<file path="src/rtl/sync_fifo_pkg.sv">
`default_nettype none
//==============================================================================
// Module : sync_fifo_pkg
// Desc   : Shared types and elaboration helpers for the single-clock FIFO.
// Rev    : 1.0 - initial release
//==============================================================================
package sync_fifo_pkg;

    localparam int DEFAULT_ASIZE = 4;

    typedef struct packed {
        logic wfull;
        logic rempty;
        logic almost_full;
        logic almost_empty;
        logic overflow;
        logic underflow;
    } fifo_status_t;

    function automatic int fifo_depth(input int asize);
        return 1 << asize;
    endfunction

    // Out-of-range thresholds are pulled into the legal window instead of
    // producing a flag that can never (or always) assert.
    function automatic int th_clamp(input int th, input int lo, input int hi);
        if (th < lo) return lo;
        if (th > hi) return hi;
        return th;
    endfunction

endpackage
`default_nettype wire

</file>
<file path="src/rtl/sync_fifo_ctrl.sv">
`default_nettype none
//==============================================================================
// Module : sync_fifo_ctrl
// Desc   : Pointers, occupancy count, flag decode and sticky error flags.
// Rev    : 1.0 - initial release
//==============================================================================
module sync_fifo_ctrl
    import sync_fifo_pkg::*;
#(
    parameter int ASIZE     = DEFAULT_ASIZE,
    parameter int AFULL_TH  = (1 << ASIZE) - 2,
    parameter int AEMPTY_TH = 1
) (
    input  logic               clk,
    input  logic               rst,
    input  logic               i_winc,
    input  logic               i_rinc,
    input  logic               i_flush,
    input  logic               i_clr_err,
    output logic [ASIZE-1:0]   o_waddr,
    output logic [ASIZE-1:0]   o_raddr,
    output logic               o_we,
    output logic               o_re,
    output logic [ASIZE:0]     o_count,
    output fifo_status_t       o_status
);

    localparam int C_DEPTH      = fifo_depth(ASIZE);
    localparam int C_AFULL_INT  = th_clamp(AFULL_TH, 1, C_DEPTH);
    localparam int C_AEMPTY_INT = th_clamp(AEMPTY_TH, 0, C_DEPTH - 1);
    localparam logic [ASIZE:0] C_AFULL  = C_AFULL_INT[ASIZE:0];
    localparam logic [ASIZE:0] C_AEMPTY = C_AEMPTY_INT[ASIZE:0];
    localparam logic [ASIZE:0] C_ONE    = {{ASIZE{1'b0}}, 1'b1};

    logic [ASIZE:0] r_wptr;
    logic [ASIZE:0] r_rptr;
    logic [ASIZE:0] r_count;
    logic           r_overflow;
    logic           r_underflow;

    logic w_full;
    logic w_empty;
    logic w_we;
    logic w_re;
    logic w_ovf_set;
    logic w_udf_set;

    // Full when the pointers sit on the same slot but one has lapped the other.
    assign w_full  = (r_wptr[ASIZE] != r_rptr[ASIZE]) &&
                     (r_wptr[ASIZE-1:0] == r_rptr[ASIZE-1:0]);
    assign w_empty = (r_wptr == r_rptr);

    assign w_we      = i_winc && !w_full  && !i_flush;
    assign w_re      = i_rinc && !w_empty && !i_flush;
    assign w_ovf_set = i_winc && w_full  && !i_flush;
    assign w_udf_set = i_rinc && w_empty && !i_flush;

    always_ff @(posedge clk) begin
        if (rst || i_flush) begin
            r_wptr  <= '0;
            r_rptr  <= '0;
            r_count <= '0;
        end else begin
            if (w_we) r_wptr <= r_wptr + C_ONE;
            if (w_re) r_rptr <= r_rptr + C_ONE;
            case ({w_we, w_re})
                2'b10:   r_count <= r_count + C_ONE;
                2'b01:   r_count <= r_count - C_ONE;
                default: r_count <= r_count;
            endcase
        end
    end

    // A new error event outranks a simultaneous clear.
    always_ff @(posedge clk) begin
        if (rst) begin
            r_overflow  <= 1'b0;
            r_underflow <= 1'b0;
        end else begin
            r_overflow  <= w_ovf_set || (r_overflow  && !i_clr_err);
            r_underflow <= w_udf_set || (r_underflow && !i_clr_err);
        end
    end

    assign o_waddr = r_wptr[ASIZE-1:0];
    assign o_raddr = r_rptr[ASIZE-1:0];
    assign o_we    = w_we;
    assign o_re    = w_re;
    assign o_count = r_count;

    assign o_status.wfull        = w_full;
    assign o_status.rempty       = w_empty;
    assign o_status.almost_full  = (r_count >= C_AFULL);
    assign o_status.almost_empty = (r_count <= C_AEMPTY);
    assign o_status.overflow     = r_overflow;
    assign o_status.underflow    = r_underflow;

endmodule
`default_nettype wire

</file>
<file path="src/rtl/sync_fifo_flags.sv">
`default_nettype none
//==============================================================================
// Module : sync_fifo_flags
// Desc   : Single-clock FIFO with count, thresholds, flush and FWFT option.
// Rev    : 1.0 - initial release
//==============================================================================
module sync_fifo_flags
    import sync_fifo_pkg::*;
#(
    parameter int ASIZE     = 4,
    parameter int DSIZE     = 8,
    parameter int AFULL_TH  = (1 << ASIZE) - 2,
    parameter int AEMPTY_TH = 1,
    parameter int FWFT      = 0
) (
    input  logic             clk,
    input  logic             rst,
    input  logic             winc,
    input  logic [DSIZE-1:0] wdata,
    input  logic             rinc,
    output logic [DSIZE-1:0] rdata,
    output logic             wfull,
    output logic             rempty,
    output logic             almost_full,
    output logic             almost_empty,
    output logic [ASIZE:0]   count,
    input  logic             flush,
    input  logic             clr_err,
    output logic             overflow,
    output logic             underflow
);

    localparam int C_DEPTH = fifo_depth(ASIZE);

    logic [DSIZE-1:0] r_mem [C_DEPTH];
    logic [ASIZE-1:0] w_waddr;
    logic [ASIZE-1:0] w_raddr;
    logic             w_we;
    logic             w_re;
    fifo_status_t     w_status;

    sync_fifo_ctrl #(
        .ASIZE     (ASIZE),
        .AFULL_TH  (AFULL_TH),
        .AEMPTY_TH (AEMPTY_TH)
    ) u_ctrl (
        .clk       (clk),
        .rst       (rst),
        .i_winc    (winc),
        .i_rinc    (rinc),
        .i_flush   (flush),
        .i_clr_err (clr_err),
        .o_waddr   (w_waddr),
        .o_raddr   (w_raddr),
        .o_we      (w_we),
        .o_re      (w_re),
        .o_count   (count),
        .o_status  (w_status)
    );

    // Storage is deliberately not reset.
    always_ff @(posedge clk) begin
        if (w_we) r_mem[w_waddr] <= wdata;
    end

    generate
        if (FWFT != 0) begin : g_fwft
            logic w_re_unused;
            assign w_re_unused = w_re;
            assign rdata = w_status.rempty ? '0 : r_mem[w_raddr];
        end else begin : g_std
            logic [DSIZE-1:0] r_rdata;
            always_ff @(posedge clk) begin
                if (rst)       r_rdata <= '0;
                else if (w_re) r_rdata <= r_mem[w_raddr];
            end
            assign rdata = r_rdata;
        end
    endgenerate

    assign wfull        = w_status.wfull;
    assign rempty       = w_status.rempty;
    assign almost_full  = w_status.almost_full;
    assign almost_empty = w_status.almost_empty;
    assign overflow     = w_status.overflow;
    assign underflow    = w_status.underflow;

endmodule
`default_nettype wire

</file>
<file path="config.mk">
export PLATFORM = sky130hd
export DESIGN_NAME = sync_fifo_flags
export DESIGN_NICKNAME = d
export VERILOG_FILES = /design/src/rtl/sync_fifo_pkg.sv /design/src/rtl/sync_fifo_ctrl.sv /design/src/rtl/sync_fifo_flags.sv
export SDC_FILE = /design/constraint.sdc
export NUM_CORES = 1
export LEC_CHECK = 0
export ABC_AREA = 0
export CORE_MARGIN = 3
export CORE_UTILIZATION = 35
export CTS_BUF_LIST = sky130_fd_sc_hd__clkbuf_8
export DETAILED_ROUTE_END_ITERATION = 12
export SYNTH_ARGS = -nofsm -noshare
export SYNTH_HDL_FRONTEND = slang
export SYNTH_SLANG_ARGS = --single-unit
</file>
<file path="constraint.sdc">
create_clock -name clk -period 3.92 [get_ports clk]
set_input_delay 0.784 -clock clk [delete_from_list [all_inputs] [get_ports clk]]
set_output_delay 0.784 -clock clk [all_outputs]
set_load 0.05 [all_outputs]
</file>
==> reports/results.tsv <==
metric	value	unit
run status	finished clean	
Final Cycle Share	85.9	%
first-pass GRT wire length	20100	um
insertion delay to the later sink of the worst-skew pair	0.45	ns
Hold WS	0.539	ns
worst slew pin tran	0.880	ns
YS warnings	0	
Core Util, Final	41.6	%
slew margin rel.	41.0	%
fmax	297	MHz
unrepaired setup endpoints after global routing	false	
Row Count	48	
die width	142	um
GRT Overall Usage	13.5	%
grt total ovfl	0	
Max Buffers Root-to-Sink	2	
Worst Path Arrival	2.59	ns
postcts setup bufs	0	
initial antenna violation count	0	
largest net degree at the start of global routing	53	
CP Launch Type	flop	
PD cells	414	nW/um^2
vias in the first global route	3457	
fin. max-slew vios	0	
die area	20000	um^2
Setup TNS Final	0	ns
drt first pass iters	4	
met2 wire length	6140	um
Mapped Area	6430	um^2
Yosys cell types	43	
met1 wire length	5730	um
FF-to-FF path depth	8	
Sink Count	153	
kind of critical path	reg -> out	
Avg Cell Area, Syn	16.7	um^2
Worst IR Drop VDD	0.000184	V
ANT nets after route	0	
Mapped Cells	384	
Tmin final	3.37	ns
Core Box Area	17700	um^2
Inserted Clock Buffers	17	
I/O Buffers	32	
crit end category	output port	
Final setup viols	0	
P&R area growth vs syn	14.2	%
PostCTS Resize Cnt	0	
WL met3	671	um
1st-iter DRT viols	239	
Die Span Y	142	um
Max-Cap Viols	0	
via/cell ratio	5.10	
Critical Path RT	3.14	ns
worst hold-check path type	reg -> reg	
WL/cell	19.4	um
number of I/O pins	33	
Seq/Total Area, Yosys	67.6	%
share of layout cells above drive strength 1	21.7	%
CTS tree	built	
n_diodes	0	
clock skew	0.00960	ns
Leakage	2.38	nW
Clock Pin Slew Worst Setup and Hold Paths	0.08	ns
DRC errors left	0	
Initial Utilization	36.4	%
nets	445	
clk root buf	clkbuf_8	
synthesis-stage register bit count	153	
Hold Fails Final Rpt	0	
WHS Path Cells	2	
Vias	3363	
uppermost routed layer	met4	
hpwl dp	8220	um
Max Fanout on Critical Path	20	
gpl congestion	0.775	
H-tree level count	4	
Syn Nets	408	
Total Wirelength	12800	um
hold_buf cts	0	
==> cell usage after synthesis (all sizes together) <==
cell type	count	area, um^2
nand2b	2	12.5
and3	14	87.6
ha	10	125
inv	5	18.8
nand4	3	18.8
mux2	16	210
edfxtp	128	3840
mux2i	6	60.1
nand4b	2	17.5
or2	1	6.26
a21boi	2	18.8
nor2b	14	87.6
nor4	2	27.5
o21ai	1	5.00
nand2	6	22.5
nor2	26	97.6
o211ai	1	7.51
and2	3	18.8
a211oi	17	168
buf	18	121
a21oi	16	110
or3	4	25.0
clkbuf	3	11.3
a31o	1	8.76
xor2	7	61.3
nor3	9	45.0
nand3b	1	7.51
mux4	24	563
dfxtp	25	500
o22ai	8	50.1
nand3	2	10.0
xnor2	7	61.3
==> layout make-up <==
| cell class | count | area, um^2 |
|---|---|---|
| clock buffer | 17 | 234 |
| fill | 1566 | 10300 |
| sequential | 153 | 4350 |
| tap | 225 | 282 |
| clock inverter | 15 | 153 |
| multi-input combinational | 205 | 1940 |
| timing repair buffer | 39 | 373 |
| inverter | 5 | 18.8 |
==> cell usage in the layout, fill, tap and decap left out, drive strengths merged <==
master,synthesis,final
a31o,1,1
dfxtp,25,25
nor4,2,2
clkinv,0,9
xor2,7,7
clkinvlp,0,2
nor2b,14,14
xnor2,7,7
nand2,6,6
a21oi,16,16
a211oi,17,17
nor2,26,26
buf,18,7
or3,4,4
ha,10,10
nor3,9,9
clkbuf,3,17
mux2i,6,6
or2,1,1
nand2b,2,2
and3,14,14
bufinv,0,2
clkdlybuf4s50,0,32
mux4,24,24
and2,3,3
nand3b,1,1
o22ai,8,8
edfxtp,128,128
nand4b,2,2
o21ai,1,1
a21boi,2,2
o211ai,1,1
nand4,3,3
nand3,2,2
mux2,16,16
inv,5,7
==> registers in the layout (all words and copies together), names as in the netlist <==
name,cells
u_ctrl.o_count,5
u_ctrl.r_overflow,1
u_ctrl.r_rptr,5
u_ctrl.r_underflow,1
r_mem,128
u_ctrl.r_wptr,5
rdata,8
==> kinds of logic (layout without fill, tap and decap cells) <==
| kind of cell | after synthesis | in the layout | share of synthesized area [%] |
|---|---|---|---|
| AOI/OAI and AO/OA | 46 | 46 | 5.72 |
| xor gates and xnor gates | 14 | 14 | 1.91 |
| adders and majority gates | 10 | 10 | 1.95 |
| buffers and inverters | 26 | 76 | 2.35 |
| DFF | 153 | 153 | 67.6 |
| muxes | 46 | 46 | 13.0 |
| and+or+nand+nor | 89 | 89 | 7.53 |
==> stage by stage <==
stage,std cells,instance area [um^2],setup slack (ns),power (W)
floorplan,384,6430,0.689,0.00187
finish,659,7340,0.551,0.00304
CTS,659,7340,0.492,0.00307
detailed placement,627,6960,0.630,0.00193
global route,659,7340,0.396,0.00315
global placement,627,6960,0.669,0.00193
==> worst max-delay path: stages (launching register included) <==
cell and delay (ns):
dfxtp_1 0.31, buf_4 0.27, xor2_1 0.15, nor4_4 0.39, and2_1 0.21, clkdlybuf4s50_1 0.80
==> path summary, 6_finish.rpt <==
kind,startpoint,slack [ns],to
worst max-delay path,u_ctrl.r_rptr[3],0.55,rempty
worst min register to register,rdata[7],0.54,rdata[7]
worst min-delay path,rdata[7],0.54,rdata[7]
worst max register to register,u_ctrl.r_rptr[3],1.25,u_ctrl.o_count[2]
==> metal layers <==
layer / vias to the layer above / global-route usage, %
li1: 1576 / -
met1: 1691 / 18.5
met2: 81 / 20.8
met3: 15 / 3.51
met4: 0 / 5.45
met5: - / 0
==> where the power goes <==
part	internal [W]	switching (W)	total, W
combinational	0.0000402	0.0000781	0.000118
sequential	0.00177	0.00000505	0.00177
clock	0.000565	0.000584	0.00115
Note: power is estimated with default switching activity, not from simulation.
==> edit: new RTL, same settings <==
`ASIZE`: 4 -> 2.
--- a/src/rtl/sync_fifo_flags.sv
+++ b/src/rtl/sync_fifo_flags.sv
@@ -9,3 +9,3 @@
 #(
-    parameter int ASIZE     = 4,
+    parameter int ASIZE     = 2,
     parameter int DSIZE     = 8,
Ports: changed (resized count); port bits go from 33 to 31. The function was not compared with the original's and may differ.
==> edit against the original RTL <==
Non-clock buffer count down 9; sequential share of layout area down 11 points; wire length down 67%; sequential cell count down 102; maximum frequency up 5.6%; design area down 62%; area after synthesis down 64%; total power down 65%; worst setup slack better by 0.18 ns.
==> edit: results (changes against the original RTL) <==
- Leak Pwr: 1.01 nW (-58%)
- Largest net degree at the start of global routing: 23 (-57%)
- Share of cells above drive strength 1: 10.1% (-12 points)
- Synth warnings: 0 (unchanged)
- Hold slack final: 0.473 ns (-0.0659 ns)
- FF-to-FF setup slack: 0.80 ns (-0.45 ns)
- Reg with most FFs: r_mem
- Worst relative slew slack: 24.1% (-17 points)
- CTS root buffer: clkbuf_8
- Ys flop type: edfxtp_1
- Post-layout min period: 3.19 ns (-0.178 ns)
- Global Route Usage Sum: 12.2% (-1.3 points)
- H-tree levels: 2 (-2)
- DR pass1 iterations: 4 (unchanged)
- Synth area leaders: edfxtp_1, dfxtp_1, mux4_2
- Post-CTS Setup Bufs: 0 (unchanged)
- Slowest CP cell: dfxtp_1
- Clock tree buffer depth: 2 (unchanged)
- Sequential area share after synthesis: 58.2% (-9.4 points)
- Vias in the first global route: 1359 (-61%)
- Worst slack, placed: 0.734 ns (+0.103 ns)
- EDFF count, synth: 32 (-75%)
- Layout Cells excl Fill: 273 (-59%)
- Cts repair resizes: 0 (unchanged)
- Status: finished clean
- Average cell area after synthesis: 14.0 um2 (-17%)
- CP peak stage delay: 0.84 ns (+0.04 ns)
- Buffers on Ports: 30 (-6.3%)
- Ant. Diodes: 0 (unchanged)
- Clk_lat worst skew: 0.31 ns (-0.14 ns)
- Synth top cells by count: edfxtp_1, dfxtp_1, nand2b_1
- HP Class: reg2reg
- Routed WL: 4170 um (-67%)
- Global-route wire length before repair: 6980 um (-65%)
- Vias per cell: 5.00 (-2.0%)
- HPWL after detailed placement: 2950 um (-64%)
- Arr. time, crit path: 2.41 ns (-0.18 ns)
- DR iter-0 viols: 62 (-74%)
- Area of placed instances: 2670 um2 (-62%)
- Syn_nets: 189 (-54%)
- Worst-path fanout max: 13 (-35%)
- Initial antenna violation count: 0 (unchanged)
- Nets: 221 (-50%)
- Unique masters post-synth: 34 (-21%)
- Clock slew at reported path FFs: 0.09 ns
- CTS Buf Count: 5 (-12)
- Setup Skew: 0.00497 ns (-0.00462 ns)
- Max FFs per register: 32 (-75%)
- Gp weighted congestion: 0.777 (+0.15%)
- VDD IR max: 167 uV (-9.3%)
- FFs w/ async S/R, synth: 0% (unchanged)
-- edit: path summary, 6_finish.rpt --
kind                      start                  to  cells past startpoint
max            u_ctrl.r_rptr[0]              rempty                      4
min          u_ctrl.r_underflow  u_ctrl.r_underflow                      2
max reg2reg    u_ctrl.r_rptr[0]   u_ctrl.o_count[2]                      6
min reg2reg  u_ctrl.r_underflow  u_ctrl.r_underflow                      2
-- edit: power by group --
group | switching, mW | internal, mW
registers | 0.00640 | 0.579
clock network | 0.180 | 0.191
logic | 0.0545 | 0.0422
-- edit: cell families (layout without fill, tap and decap cells) --
family          after synthesis  count (layout)  share of synthesized area [%]
compound gates               13              13                           4.18
xor+xnor                      8               8                           3.69
fa+ha+maj                    10              10                           5.43
buf+inv                      13              46                           3.04
flops                        51              51                           58.2
mux                          22              22                           13.9
simple gates                 48              48                           11.6
-- edit: worst max-delay path: cells and delay by family (launching register included) --
family	cells	cell delay, ns
buffers and inverters	2	0.87
AND/OR/NAND/NOR	1	0.15
XOR/XNOR	1	0.24
flip-flops	1	0.84
-- edit: metal layers --
metal | routed length, um | global-route usage (%) | part of all wire, % | vias to the layer above
met1 | 1950 | 16.5 | 47 | 666
met5 | 0 | 0 | 0 | -
met4 | 55 | 3.77 | 1.3 | 0
met2 | 1940 | 18.7 | 46 | 34
met3 | 231 | 4.07 | 5.5 | 6
li1 | - | - | - | 660
-- edit: final cells by class --
class / count / area [um2]
Inverter: 8 / 35.0
Sequential cell: 51 / 1340
Timing Repair Buffer: 30 / 300
Multi-Input combinational cell: 101 / 895
Clock inverter: 3 / 42.5
Clock buffer: 5 / 68.8
Fill cell: 547 / 3350
Tap cell: 75 / 93.8
